## src/rtl/branch_pkg.sv

```systemverilog
// Shared definitions for the branch redirect controller.
//   XLEN_DEFAULT      default address width
//   BJ_*              branch/jump codes carried with the EX instruction
//   redirect_state_t  controller state (exposed on the debug output)
//   bj_is_control()   1 when a code names a real branch or jump
package branch_pkg;

  localparam int XLEN_DEFAULT = 32;

  localparam logic [2:0] BJ_BEQ  = 3'b000;
  localparam logic [2:0] BJ_BNE  = 3'b001;
  localparam logic [2:0] BJ_NONE = 3'b010;
  localparam logic [2:0] BJ_JUMP = 3'b011;
  localparam logic [2:0] BJ_BLT  = 3'b100;
  localparam logic [2:0] BJ_BGE  = 3'b101;
  localparam logic [2:0] BJ_BLTU = 3'b110;
  localparam logic [2:0] BJ_BGEU = 3'b111;

  typedef enum logic [1:0] {
    ST_IDLE     = 2'd0,
    ST_REDIRECT = 2'd1,
    ST_REFILL   = 2'd2
  } redirect_state_t;

  // Every code except BJ_NONE is a control-flow instruction.
  function automatic logic bj_is_control(input logic [2:0] bj);
    logic r;
    case (bj)
      BJ_BEQ, BJ_BNE, BJ_BLT, BJ_BGE,
      BJ_BLTU, BJ_BGEU, BJ_JUMP: r = 1'b1;
      default:                   r = 1'b0;
    endcase
    return r;
  endfunction

endpackage

```

## src/rtl/branch_redirect_ctrl_if.sv

```systemverilog
// Redirect handshake between the branch redirect controller and fetch.
//   redirect_valid  controller -> fetch, request pending
//   redirect_pc     controller -> fetch, target, stable while redirect_valid
//   redirect_ready  fetch -> controller, target accepted this cycle
// Handshake: a transfer happens on a rising edge where redirect_valid and
// redirect_ready are both 1; once raised, redirect_valid and redirect_pc stay
// unchanged until that transfer; redirect_ready may toggle freely.
interface branch_redirect_ctrl_if #(
  parameter int XLEN = branch_pkg::XLEN_DEFAULT
);
  logic            redirect_valid;
  logic            redirect_ready;
  logic [XLEN-1:0] redirect_pc;

  modport master (
    output redirect_valid,
    output redirect_pc,
    input  redirect_ready
  );

  modport slave (
    input  redirect_valid,
    input  redirect_pc,
    output redirect_ready
  );
endinterface

```

## src/rtl/sat_counter.sv

```systemverilog
// Saturating up-counter: counts inc pulses, sticks at all-ones.
//   clk, rst  clock, synchronous active-high reset (clears count)
//   inc       increment request
//   count     current value
module sat_counter #(
  parameter int W = 16
) (
  input  logic         clk,
  input  logic         rst,
  input  logic         inc,
  output logic [W-1:0] count
);

  always_ff @(posedge clk) begin
    if (rst) begin
      count <= '0;
    end else if (inc && (count != {W{1'b1}})) begin
      count <= count + W'(1);
    end
  end

endmodule

```

## src/rtl/branch_redirect_ctrl.sv

```systemverilog
// Front-end sequencer after branch resolution in EX (static predict-not-taken).
// A taken branch/jump seen in IDLE squashes IF/ID and ID/EX in the same cycle,
// then a registered redirect request is held to fetch until accepted, then
// REFILL_CYCLES bubbles are pushed into ID/EX. Saturating statistics count
// resolved and taken branches.
//   clk, rst           clock, synchronous active-high reset
//   ex_valid           EX holds a valid instruction
//   ex_branch_jump     branch/jump code of the EX instruction
//   ex_pc_select       1 = taken / jump
//   ex_target          computed target
//   rdr                redirect handshake (master side)
//   flush_if_id        squash IF/ID
//   flush_id_ex        squash ID/EX (bubble)
//   stall_pc           hold PC, no sequential fetch
//   busy               state != IDLE
//   branch_count       resolved branch/jump count (saturating)
//   taken_count        taken branch/jump count (saturating)
//   state_dbg          current controller state
module branch_redirect_ctrl
  import branch_pkg::*;
#(
  parameter int XLEN          = XLEN_DEFAULT,
  parameter int REFILL_CYCLES = 2,
  parameter int CNT_W         = 16
) (
  input  logic                   clk,
  input  logic                   rst,
  input  logic                   ex_valid,
  input  logic [2:0]             ex_branch_jump,
  input  logic                   ex_pc_select,
  input  logic [XLEN-1:0]        ex_target,
  branch_redirect_ctrl_if.master rdr,
  output logic                   flush_if_id,
  output logic                   flush_id_ex,
  output logic                   stall_pc,
  output logic                   busy,
  output logic [CNT_W-1:0]       branch_count,
  output logic [CNT_W-1:0]       taken_count,
  output redirect_state_t        state_dbg
);

  // Refill counter holds REFILL_CYCLES-1 down to 0.
  localparam int RC_W = (REFILL_CYCLES > 1) ? $clog2(REFILL_CYCLES) : 1;
  localparam logic [RC_W-1:0] REFILL_LOAD =
    RC_W'((REFILL_CYCLES > 0) ? (REFILL_CYCLES - 1) : 0);

  redirect_state_t state, state_nxt;
  logic            rv_q, rv_nxt;
  logic [XLEN-1:0] pc_q, pc_nxt;
  logic [RC_W-1:0] refill_cnt, refill_cnt_nxt;
  logic            count_branch, count_taken;
  logic            is_branch;

  assign is_branch = ex_valid && bj_is_control(ex_branch_jump);

  always_ff @(posedge clk) begin
    if (rst) begin
      state      <= ST_IDLE;
      rv_q       <= 1'b0;
      pc_q       <= '0;
      refill_cnt <= '0;
    end else begin
      state      <= state_nxt;
      rv_q       <= rv_nxt;
      pc_q       <= pc_nxt;
      refill_cnt <= refill_cnt_nxt;
    end
  end

  always_comb begin
    state_nxt      = state;
    rv_nxt         = rv_q;
    pc_nxt         = pc_q;
    refill_cnt_nxt = refill_cnt;
    flush_if_id    = 1'b0;
    flush_id_ex    = 1'b0;
    stall_pc       = 1'b0;
    count_branch   = 1'b0;
    count_taken    = 1'b0;

    case (state)
      ST_IDLE: begin
        if (is_branch) begin
          count_branch = 1'b1;
          if (ex_pc_select) begin
            // Mealy squash: the wrong-path instructions behind the branch
            // are killed in the very cycle the branch resolves.
            count_taken = 1'b1;
            flush_if_id = 1'b1;
            flush_id_ex = 1'b1;
            pc_nxt      = ex_target;
            rv_nxt      = 1'b1;
            state_nxt   = ST_REDIRECT;
          end
        end
      end

      ST_REDIRECT: begin
        // Everything fetched while waiting is wrong-path; keep squashing.
        flush_if_id = 1'b1;
        flush_id_ex = 1'b1;
        stall_pc    = 1'b1;
        if (rv_q && rdr.redirect_ready) begin
          rv_nxt = 1'b0;
          if (REFILL_CYCLES == 0) begin
            state_nxt = ST_IDLE;
          end else begin
            refill_cnt_nxt = REFILL_LOAD;
            state_nxt      = ST_REFILL;
          end
        end
      end

      ST_REFILL: begin
        flush_id_ex = 1'b1;
        if (refill_cnt == '0) begin
          state_nxt = ST_IDLE;
        end else begin
          refill_cnt_nxt = refill_cnt - RC_W'(1);
        end
      end

      default: begin
        state_nxt = ST_IDLE;
        rv_nxt    = 1'b0;
      end
    endcase

    // Reset wins over anything EX presents in the same cycle.
    if (rst) begin
      flush_if_id  = 1'b0;
      flush_id_ex  = 1'b0;
      stall_pc     = 1'b0;
      count_branch = 1'b0;
      count_taken  = 1'b0;
    end
  end

  sat_counter #(.W(CNT_W)) u_branch_cnt (
    .clk   (clk),
    .rst   (rst),
    .inc   (count_branch),
    .count (branch_count)
  );

  sat_counter #(.W(CNT_W)) u_taken_cnt (
    .clk   (clk),
    .rst   (rst),
    .inc   (count_taken),
    .count (taken_count)
  );

  assign rdr.redirect_valid = rv_q;
  assign rdr.redirect_pc    = pc_q;
  assign busy               = (state != ST_IDLE);
  assign state_dbg          = state;

endmodule

```

## src/flat_wrapper.sv

```systemverilog
// flat-port wrapper written by rule: the top's interface ports become plain ports
module branch_redirect_ctrl_flat import branch_pkg::*;
#(
  parameter int XLEN          = XLEN_DEFAULT,
  parameter int REFILL_CYCLES = 2,
  parameter int CNT_W         = 16
)
  (clk, rst, ex_valid, ex_branch_jump, ex_pc_select, ex_target, flush_if_id, flush_id_ex, stall_pc, busy, branch_count, taken_count, state_dbg, rdr_redirect_valid, rdr_redirect_pc, rdr_redirect_ready);
  branch_redirect_ctrl_if #(.XLEN(XLEN)) rdr_i ();
  input  logic clk;
  input  logic rst;
  input  logic ex_valid;
  input  logic [2:0] ex_branch_jump;
  input  logic ex_pc_select;
  input  logic [XLEN-1:0] ex_target;
  output logic flush_if_id;
  output logic flush_id_ex;
  output logic stall_pc;
  output logic busy;
  output logic [CNT_W-1:0] branch_count;
  output logic [CNT_W-1:0] taken_count;
  output redirect_state_t state_dbg;
  output wire logic [$bits(rdr_i.redirect_valid)-1:0] rdr_redirect_valid;
  output wire logic [$bits(rdr_i.redirect_pc)-1:0] rdr_redirect_pc;
  input wire logic [$bits(rdr_i.redirect_ready)-1:0] rdr_redirect_ready;
  assign rdr_redirect_valid = rdr_i.redirect_valid;
  assign rdr_redirect_pc = rdr_i.redirect_pc;
  assign rdr_i.redirect_ready = rdr_redirect_ready;
  branch_redirect_ctrl #(.XLEN(XLEN), .REFILL_CYCLES(REFILL_CYCLES), .CNT_W(CNT_W)) u_core (.clk(clk), .rst(rst), .ex_valid(ex_valid), .ex_branch_jump(ex_branch_jump), .ex_pc_select(ex_pc_select), .ex_target(ex_target), .rdr(rdr_i), .flush_if_id(flush_if_id), .flush_id_ex(flush_id_ex), .stall_pc(stall_pc), .busy(busy), .branch_count(branch_count), .taken_count(taken_count), .state_dbg(state_dbg));
endmodule
```

## config.mk

```make
export PLATFORM = sky130hd
export DESIGN_NAME = branch_redirect_ctrl_flat
export DESIGN_NICKNAME = d
export VERILOG_FILES = /design/src/rtl/branch_pkg.sv /design/src/rtl/branch_redirect_ctrl_if.sv /design/src/rtl/sat_counter.sv /design/src/rtl/branch_redirect_ctrl.sv /design/src/flat_wrapper.sv
export SDC_FILE = /design/constraint.sdc
export NUM_CORES = 1
export LEC_CHECK = 0
export CAP_MARGIN = 20
export CORE_AREA = 3 3 88 90
export CTS_BUF_LIST = sky130_fd_sc_hd__clkbuf_8
export CTS_CLUSTER_SIZE = 24
export DETAILED_ROUTE_END_ITERATION = 12
export DIE_AREA = 0 0 91 93
export HOLD_SLACK_MARGIN = 0.06
export PLACE_DENSITY = 0.79
export SYNTH_ARGS = -nofsm -noshare
export SYNTH_HDL_FRONTEND = slang
export SYNTH_HIERARCHICAL = 1
export SYNTH_SLANG_ARGS = --single-unit
export TNS_END_PERCENT = 20
```

## constraint.sdc

```tcl
create_clock -name clk -period 2.87 [get_ports clk]
set_input_delay 0.4305 -clock clk [delete_from_list [all_inputs] [get_ports clk]]
set_output_delay 0.4305 -clock clk [all_outputs]
set_load 0.005 [all_outputs]
```

# Word level (Yosys, flattened, before mapping)
# Cells that the tools add are included.
# Widths: inputs -> output; s select.
[word_totals] reg_bits=68 in_bits=40 elab_cells=64
[classes] add_sub_neg=3 eq_ne=14 n_mux=26 bitwise_logic=1 n_reduce_logical=14
[ops] operator="$add 16x1->16 const B" count=2
[ops] operator="$ne 16x16->1 const B" count=2
[ops] operator="$mux 1" count=17
[ops] operator="$eq 3x3->1 const B" count=4
[ops] operator="$mux 2" count=4
[ops] operator="$reduce_and 4->1" count=2
[ops] operator="$reduce_or 7->1" count=1
[ops] operator="$pmux 1 s2" count=3
[ops] operator="$pmux 2 s3" count=1
[ops] operator="$logic_and 1x1->1" count=4
[ops] operator="$ne 2x1->1 const B" count=2
[ops] operator="$ne 2x2->1 const B" count=2
[ops] operator="$reduce_bool 2->1" count=2
[ops] operator="$eq 3x1->1 const B" count=1
[ops] operator="$eq 3x2->1 const B" count=1
[ops] operator="$logic_not 3->1" count=1
[ops] operator="$pmux 1 s3" count=1
[ops] operator="$reduce_and 3->1" count=1
[ops] operator="$eq 2x1->1 const B" count=1
[ops] operator="$eq 2x2->1 const B" count=1
[ops] operator="$logic_not 2->1" count=1
[ops] operator="$reduce_and 2->1" count=1
[ops] operator="$reduce_or 2->1" count=1
[ops] operator="$not 1->1" count=1
[ops] operator="$sub 1x1->1 const B" count=1

# Depth between registers and ports, before layout
# Gate-level depths: netlist of the first run.
[depth] depth_word=8 mapped_depth=8

# Hierarchy
# The synthesis of the first run kept the hierarchy.
[modules_own_cells] module="sat_counter" n_inst=2 cells_each=99 area_each_um2=848.3 seq_area_each_um2=320.3
[modules_own_cells] module="branch_redirect_ctrl" n_inst=1 cells_each=177 area_each_um2=1447.6 seq_area_each_um2=720.7

# Least setup slack after synthesis of the first run
# Ideal clock, no wire load.
[synth_timing] kind="input-to-reg" from="input ex_branch_jump[1]" to="register u_core.u_taken_cnt.count[7]" arrival_time_ns=2.228 required_time_ns=2.800 path_slack_ns=0.571 path_stages=7 path_buffers=1 path_cell_list="or3b_4 nand3_1 nor3b_1 nand2_1 clkbuf_1 or4_1 a21oi_1"
[synth_between] elab_chain_len=8 elab_cells_between_ends=14 cone_classes="eq/ne: 6; mux: 4; reduce/logical: 4"
[synth_rtl] item="start, declared" line="flat_wrapper.sv:13" source="input logic [2:0] ex_branch_jump;"
[synth_rtl] item="$eq 3x1->1 (tied with other cells)" line="branch_pkg.sv:28" source="case (bj)"
[synth_rtl] item="$reduce_or 7->1 (*)" line="branch_pkg.sv:28"
[synth_rtl] item="$mux 1 (*)" line="branch_pkg.sv:28"
[synth_rtl] item="$logic_and 1x1->1 (*)" line="branch_redirect_ctrl.sv:54" source="assign is_branch = ex_valid && bj_is_control(ex_branch_jump);"
[synth_rtl] item="$mux 1 (*)" line="branch_redirect_ctrl.sv:83" source="if (is_branch) begin"
[synth_rtl] item="$mux 1 (*)" line="branch_redirect_ctrl.sv:81" source="case (state)"
[synth_rtl] item="$mux 1 (*)" line="branch_redirect_ctrl.sv:130" source="if (rst) begin"
[synth_rtl] item="net u_core.count_taken" line="branch_redirect_ctrl.sv:51" source="logic count_branch, count_taken;"
[synth_rtl] item="$logic_and 1x1->1 (*)" line="sat_counter.sv:17" source="end else if (inc && (count != {W{1'b1}})) begin"
[synth_rtl] item="end signal, assigned" line="sat_counter.sv:18" source="count <= count + W'(1);"
[synth_rtl] item="end, declared" line="sat_counter.sv:11" source="output logic [W-1:0] count"
# The timed path passes the listed nets; every way through them passes the cells marked *.
# A chain may end at the register's enable or synchronous reset.

# Worst setup path in the final report of the first run
[layout_timing] from="input ex_branch_jump[1]" to="output flush_if_id"
[layout_between] elab_chain_len=7 elab_cells_between_ends=13 cone_classes="eq/ne: 6; mux: 4; reduce/logical: 3"
[layout_rtl] item="$eq 3x1->1 (tied with other cells)" line="branch_pkg.sv:28"
[layout_rtl] item="$reduce_or 7->1 (*)" line="branch_pkg.sv:28"
[layout_rtl] item="$mux 1 (*)" line="branch_pkg.sv:28"
[layout_rtl] item="$logic_and 1x1->1 (*)" line="branch_redirect_ctrl.sv:54"
[layout_rtl] item="$mux 1 (*)" line="branch_redirect_ctrl.sv:83"
[layout_rtl] item="$pmux 1 s2 (*)" line="branch_redirect_ctrl.sv:81"
[layout_rtl] item="$mux 1 (*)" line="branch_redirect_ctrl.sv:130"
[layout_rtl] item="end, declared" line="flat_wrapper.sv:16" source="output logic flush_if_id;"
# Every way passes the cells marked *; elsewhere a longest branch is shown, timed or not.

==> results of run 1 <==
==> cell usage in the layout, fill, tap and decap left out, types with 3 or more instances in the layout <==
cell type          n
nor3_1             8
clkbuf_8          10
nor4_1             4
dfxtp_1           68
nor2b_1            5
xnor2_1            4
inv_1             13
nor2_1            14
o31ai_1           12
or4_1             14
nand3_1           14
clkdlybuf4s50_1  109
bufinv_16          4
ha_1               7
or3_1              7
nand4_1            6
and4_1             6
mux2i_1            3
nand2_1           79
a21oi_1           54
buf_4              8
o21ai_0            9
==> critical path, cell delays in order <==
cell and delay (ns):
clkdlybuf4s50_1 0.46, or3b_4 0.41, nand3_1 0.12, nor3b_1 0.07, or2_2 0.31, clkdlybuf4s50_1 0.46
==> how the worst max path moves through the flow <==
| stage | cells after the start | start | slack (ns) | end |
|---|---|---|---|---|
| after floorplan | 7 | ex_branch_jump[1] | 0.57 | u_core/u_taken_cnt/count[7]$_SDFFE_PP0P_ |
| after global placement | 6 | ex_branch_jump[1] | 0.18 | flush_if_id |
| after detailed placement | 8 | ex_branch_jump[1] | 0.13 | u_core/u_taken_cnt/count[11]$_SDFFE_PP0P_ |
| after CTS | 6 | ex_branch_jump[1] | 0.16 | flush_if_id |
| after global routing | 6 | ex_branch_jump[1] | 0.13 | flush_if_id |
| final | 6 | ex_branch_jump[1] | 0.17 | flush_if_id |
==> cell type report <==
| cell class | count | share of cell area (%) |
|---|---|---|
| Tap cell | 99 | 2.708 |
| Inverter | 11 | 0.9026 |
| Clock inverter | 6 | 2.790 |
| Timing Repair Buffer | 118 | 25.27 |
| Clock buffer | 10 | 3.009 |
| Multi-Input combinational cell | 277 | 35.56 |
| Sequential cell | 68 | 29.76 |
==> through the flow <==
| stage | util (%) | hold slack (ns) | total power (uW) | instance area, um^2 |
|---|---|---|---|---|
| floorplan | - | 0.4527 | 1120 | 3144 |
| global placement | 60.38 | 0.4405 | 1256 | 4309 |
| detailed placement | 60.38 | 0.4453 | 1260 | 4309 |
| CTS | 64.10 | 0.4550 | 2291 | 4574 |
| global route | 64.10 | 0.4653 | 2364 | 4574 |
| finish | 64.10 | 0.4525 | 2268 | 4574 |
==> flip-flops by register name, indices dropped and copies added, names as in the netlist <==
| signal | count |
|---|---|
| u_core/refill_cnt | 1 |
| u_core/rdr.redirect_pc | 32 |
| u_core/rdr.redirect_valid | 1 |
| u_core/state_dbg | 2 |
| u_core/u_branch_cnt/count | 16 |
| u_core/u_taken_cnt/count | 16 |
==> where the power goes <==
part / total, uW / internal [uW] / switching (uW)
Sequential: 993 / 974 / 19.4
Clock: 1030 / 683 / 347
Combinational: 245 / 139 / 106
Total: 2270 / 1800 / 472
==> per-layer routing <==
layer  up-vias  share of wire (%)
met5         -                  0
met4         0                1.0
met3         7                5.9
met2        96                 47
met1      1425                 46
li1       1564                  -
==> logic make-up after synthesis <==
logic type	count (synthesis)	share of synthesized area [%]
XOR/XNOR	4	1.114
buffers and inverters	30	4.974
flip-flops	68	43.30
AND/OR/NAND/NOR	174	30.16
multiplexers	5	1.671
adder cells (fa/ha/maj)	7	2.785
AO/OA/AOI/OAI	87	16.00
==> summary.md, run 1 <==
| Metric | Value |
|---|---|
| Outcome | `complete, no violations` |
| Synth-to-Final Area Change | `45.48%` |
| Yosys cell types | `42` |
| Area occupied by multi-input gates | `0.001627 mm^2` |
| Clk root buf | `clkbuf_8` |
| Hold Startpoint | `u_core/rdr.redirect_pc[9]$_SDFFE_PP0P_` |
| Post-DP HPWL | `between 6 and 7 mm` |
| GR peak layer | `met2` |
| Layout cell share with drive strength beyond 1 | `~7.1%` |
| Top post-synthesis cells by count | `79 x nand2_1, 68 x dfxtp_1, 54 x a21oi_1` |
| Worst R2R Start | `u_core/state_dbg[1]$_SDFFE_PP0P_` |
| Syn_area_per_cell | `8.385 um^2` |
| Clock sinks | `68` |
| Clk slew on worst S/H paths | `approximately 0.070 ns` |
| RSZ-0062 raised after global routing | `false` |
| FFs w/ async S/R, synth | `0%` |
| Number of synthesized register bits | `68` |
| Avg Vias per Cell | `around 5.2` |
| Period utilization | `a little over nine tenths` |
| Hold Crit Class | `reg -> reg` |
| I/O Buffers | `110` |
| Avg WL per Cell | `approximately 15 um` |
| Post-Syn Nets | `422` |
| Crit start category | `input port` |
| Largest net degree at the start of global routing | `35` |
| Synth top area cells | `dfxtp_1 43%, nand2_1 9.4%, a21oi_1 8.6%, or4_1 3.3%, o31ai_1 2.9%` |
| Share of the synthesized area in the top cell type | `43.29%` |
| Final worst slack | `around 0.17 ns` |
| Slew headroom | `~53%` |
| Fmax | `between 0.3 and 0.4 GHz` |
| Worst reg-to-reg path cell count | `8` |
| Post-Layout Cell Count | `589` |
| Post-cts sizing count | `0` |
| Max VDD drop | `~250 uV` |
| Met2 GRT Util | `between 30% and 40%` |
| CTS tree | `done` |
| Crit. End Element | `output pin` |
| GRT overflow | `0` |
| Die Span Y | `slightly above 90 um` |
| Worst hold path cell count | `2` |
| GR Util All Layers | `between 20% and 30%` |
| Worst Max-Slew Pin Slew | `0.6996 ns` |
| Routed Antenna Nets | `0` |
| Initial antenna violation count | `0` |
| Sequential area share after synthesis | `43.29%` |
| Post-CTS setup buffer count | `0` |
| Reg area | `about 0.0014 mm^2` |
| Vias | `3092` |
| Die area | `0.008463 mm^2` |
| N_diodes | `0` |
| Setup TNS | `0 ns` |
| Lkg Pwr | `0.001573 uW` |
| Clk_skew | `around 0.0065 ns` |
| Post-Synthesis Cells | `~380` |
| Worst r2r dst | `u_core/u_taken_cnt/count[11]$_SDFFE_PP0P_` |
| Number of enable flip-flop cells after synthesis | `0` |
| Global Route met1 Usage | `between 20% and 30%` |
| M3 GR Usage | `5.551%` |
| # DRC | `0` |
| Max Cap Viol | `0` |
| Crit path max fanout | `5` |
| Drt first pass iters | `4` |
| Setup CP Type | `in -> out` |
| CTS max path bufs | `2` |
| Worst Path Required | `around 2.4 ns` |
| Top_reg_cell synth | `dfxtp_1` |
| Reg-to-reg slack, setup | `around 0.47 ns` |
| Post-layout minimum cycle time | `~2.7 ns` |
| Hold-fix buffers, CTS | `0` |
| Most frequent cell after synthesis | `nand2_1` |
| Cell Area, Synth | `about 0.0031 mm^2` |
| Global-route wire length before repair | `13.97 mm` |
| Die Wd | `91 um` |
| Syn. warnings | `6` |
| Placement Rows | `31` |
| I/O pins | `about 110` |
| Placer Congestion | `between 0.8 and 0.9` |
| Max-slew violations | `0` |
| Setup violations, final | `0` |
| Total CTS buffers | `9` |
| Final Hold Violating Endpoints | `0` |
| Vias in the first global route | `between 2k and 3k` |
| Post-synth top area cell | `dfxtp_1` |
| Layout Nets | `about 530` |
| Routed wire length | `~8.6 mm` |
| Pwr dens | `495.9 mW/mm^2` |
| Fillers | `about 600` |
| Crit path DAT | `between 2 and 2.5 ns` |
| Clk Latency, worst-skew pair | `between 0.3 and 0.4 ns` |
| Dpl cells | `~570` |
| Core ar. | `around 0.0071 mm^2` |
| Pre-CTS setup slack | `0.1341 ns` |
| Hold endpoint | `u_core/rdr.redirect_pc[9]$_SDFFE_PP0P_` |
| Initial Util | `between 40 and 50%` |
| DRT iter0 DRCs | `about 160` |
| CTS H-tree depth | `3` |
(Power assumes the default switching activity.)
==> inputs of run 2 (changes only) <==
--- a/config.mk
+++ b/config.mk
@@ -5,7 +5,6 @@
 export SDC_FILE = /design/constraint.sdc
 export NUM_CORES = 1
 export LEC_CHECK = 0
-export CAP_MARGIN = 20
 export CORE_AREA = 3 3 88 90
 export CTS_BUF_LIST = sky130_fd_sc_hd__clkbuf_8
 export CTS_CLUSTER_SIZE = 24
==> results of run 2 <==
The final DEF is identical to that of run 1; final timing and power are the same.
==> inputs of run 3 (changes only) <==
--- a/config.mk
+++ b/config.mk
@@ -10,6 +10,7 @@
 export CTS_CLUSTER_SIZE = 24
 export DETAILED_ROUTE_END_ITERATION = 12
 export DIE_AREA = 0 0 91 93
+export GPL_TIMING_DRIVEN = 0
 export HOLD_SLACK_MARGIN = 0.06
 export PLACE_DENSITY = 0.79
 export SYNTH_ARGS = -nofsm -noshare
==> run 3 against run 2 <==
Setup slack worse by 0.12 ns. Sequential share of layout area down 0.073 points. Non-clock buffer count up 11. Largest cell class unchanged.
==> summary.md, run 3 (synthesis results as in run 1) <==
| Metric | Value |
|---|---|
| Outcome | `complete, no violations` |
| Vias in the first global route | `between 2k and 3k` |
| Crit. End Element | `output pin` |
| Worst Max-Slew Pin Slew | `about 0.69 ns` |
| Layout cell share with drive strength beyond 1 | `under 10%` |
| Synth-to-Final Area Change | `45.84%` |
| Placer Congestion | `approximately 0.84` |
| Fillers | `approximately 630` |
| Post-CTS setup buffer count | `0` |
| CTS max path bufs | `2` |
| Worst Path Required | `between 2 and 2.5 ns` |
| Placement Rows | `31` |
| Clk root buf | `clkbuf_8` |
| Cell family with most CP delay | `simple AND/OR/NAND/NOR gates` |
| Worst r2r dst | `u_core/u_taken_cnt/count[13]$_SDFFE_PP0P_` |
| CP peak stage delay | `0.50 ns` |
| Reg-to-reg slack, setup | `0.42 ns` |
| Core ar. | `0.007137 mm^2` |
| Worst reg-to-reg path cell count | `8` |
| DRT iter0 DRCs | `~200` |
| Pwr Total | `2053 uW` |
| Global-route wire length before repair | `between 10 and 15 mm` |
| Total CTS buffers | `9` |
| Final cell area excluding filler cells | `between 0.004 and 0.005 mm^2` |
| Final worst slack | `0.05543 ns` |
| Crit start category | `input port` |
| Lkg Pwr | `between 0.0015 and 0.002 uW` |
| Post-DP HPWL | `6.431 mm` |
| Clk Latency, worst-skew pair | `0.33 ns` |
| WL met2 | `approximately 4.2 mm` |
| Commonest non-fill, non-tap cell in the layout | `clkdlybuf4s50_1` |
| WHS | `~0.46 ns` |
| Clock sinks | `a little under 70` |
| N_diodes | `0` |
| Hold Startpoint | `u_core/rdr.redirect_pc[12]$_SDFFE_PP0P_` |
| Hold Crit Class | `reg -> reg` |
| Max-slew violations | `0` |
| Avg Vias per Cell | `approximately 5.3` |
| Most used cell, CP | `clkdlybuf4s50_1` |
| Crit path max fanout | `9` |
| I/O Buffers | `between 100 and 150` |
| Vias | `3182` |
| CP Buf/Inv Count | `2` |
| Die Wd | `between 90 and 100 um` |
| Clk_skew | `0.009194 ns` |
| RSZ-0062 raised after global routing | `true` |
| CTS H-tree depth | `3` |
| Initial antenna violation count | `0` |
| Die area | `between 0.008 and 0.009 mm^2` |
| Post-cts sizing count | `1` |
| Crit-path slowest cell | `clkdlybuf4s50_1` |
| Pwr dens | `447.7 mW/mm^2` |
| Post-layout minimum cycle time | `approximately 2.8 ns` |
| DP Area | `between 0.004 and 0.005 mm^2` |
| Highest routed layer | `met4` |
| Fmax | `0.3553 GHz` |
| Worst R2R Start | `u_core/state_dbg[0]$_SDFFE_PP0P_` |
| GRT overflow | `0` |
| # DRC | `0` |
| Final Hold Violating Endpoints | `0` |
| Max Cap Viol | `0` |
| Routed Antenna Nets | `0` |
| Largest net degree at the start of global routing | `12` |
| Setup CP Type | `in -> out` |
| Initial Util | `44.06%` |
| Routed wire length | `around 8.6 mm` |
| I/O pins | `about 110` |
| Pre-CTS setup slack | `-0.3080 ns` |
| Hold-fix buffers, CTS | `0` |
| Clk slew on worst S/H paths | `0.08 ns` |
| Setup violations, final | `0` |
| CP Cell Sequence | `clkdlybuf4s50_1 -> or3b_4 -> nand3_1 -> nor3b_4 -> or2_2 -> clkdlybuf4s50_1` |
| Avg WL per Cell | `between 10 and 15 um` |
| CTS tree | `done` |
| Die Span Y | `93 um` |
| GR Util All Layers | `roughly a fifth` |
| Max VDD drop | `239.5 uV` |
| Max reg flops | `32` |
| Drt first pass iters | `4` |
| Hold endpoint | `u_core/rdr.redirect_pc[12]$_SDFFE_PP0P_` |
| Period utilization | `98.07%` |
| Met3 routed WL | `483 um` |
| Worst hold path cell count | `2` |
| Crit path DAT | `between 2 and 2.5 ns` |
| Slew headroom | `53.71%` |
| Post-Route M1 WL | `3.819 mm` |
| Commonest non-fill, non-tap cells in the layout | `110 x clkdlybuf4s50_1, 79 x nand2_1, 68 x dfxtp_1, 54 x a21oi_1` |
| Layout Nets | `543` |
## run 3: cell count changes in the layout (fill, tap and decap cells not counted), sizes merged
cell and delta:
inv -1, bufinv -3, buf +2, clkdlybuf4s50 +1
clkbuf +9, clkinvlp +1, clkinv +2
## run 3: per-layer routing
layer	track usage, %	up-vias
li1	-	1590
met1	24.66	1474
met2	35.13	106
met3	4.586	12
met4	7.538	0
met5	0	-
## run 3: worst max path at each step
stage                                           startpoint                                  endpoint  slack [ns]  cells past startpoint
after global placement                   ex_branch_jump[1]                               flush_if_id       -0.25                      6
after detailed placement                 ex_branch_jump[1]                               flush_if_id       -0.31                      6
final                                    ex_branch_jump[1]                               flush_if_id        0.06                      6
after floorplan                          ex_branch_jump[1]  u_core/u_taken_cnt/count[7]$_SDFFE_PP0P_        0.57                      7
after global routing      u_core/state_dbg[1]$_SDFFE_PP0P_                               flush_if_id        -0.1                      6
after CTS                                ex_branch_jump[1]                               flush_if_id       0.009                      6
## run 3: metrics by stage
step                util [%]  instances  TNS (ns)
global route           64.25        600  -0.09633
detailed placement     61.22        584    -2.794
CTS                    64.13        600         0
global placement       61.22        584    -1.714
finish                 64.25        600         0
floorplan                  -        375         0
## run 3: report_power, final
group	leakage [uW]	switching, uW	internal [uW]	total (uW)
sequential	0.000551	19.6	974	993
clock	0.000107	356	443	799
combinational	0.000909	111	150	261
total	0.00157	486	1570	2050
## run 3: cell type report
class | instances | area [um^2] | area share [%]
plain buffers | 19 | 115.1 | 2.510
clock buffers | 11 | 151.4 | 3.301
clock inverters | 5 | 51.30 | 1.119
inverters | 11 | 41.29 | 0.9004
multi-input cells | 277 | 1640 | 35.77
flip-flops and latches | 68 | 1361 | 29.69
well taps | 99 | 123.9 | 2.701
repair buffers | 110 | 1101 | 24.01
## run 3: worst min-delay path, delay by kind of cell, from the launching register on
kind	cells	cell delay, ns
AO/OA/AOI/OAI	1	0.05
flip-flops	1	0.31
AND/OR/NAND/NOR	1	0.05
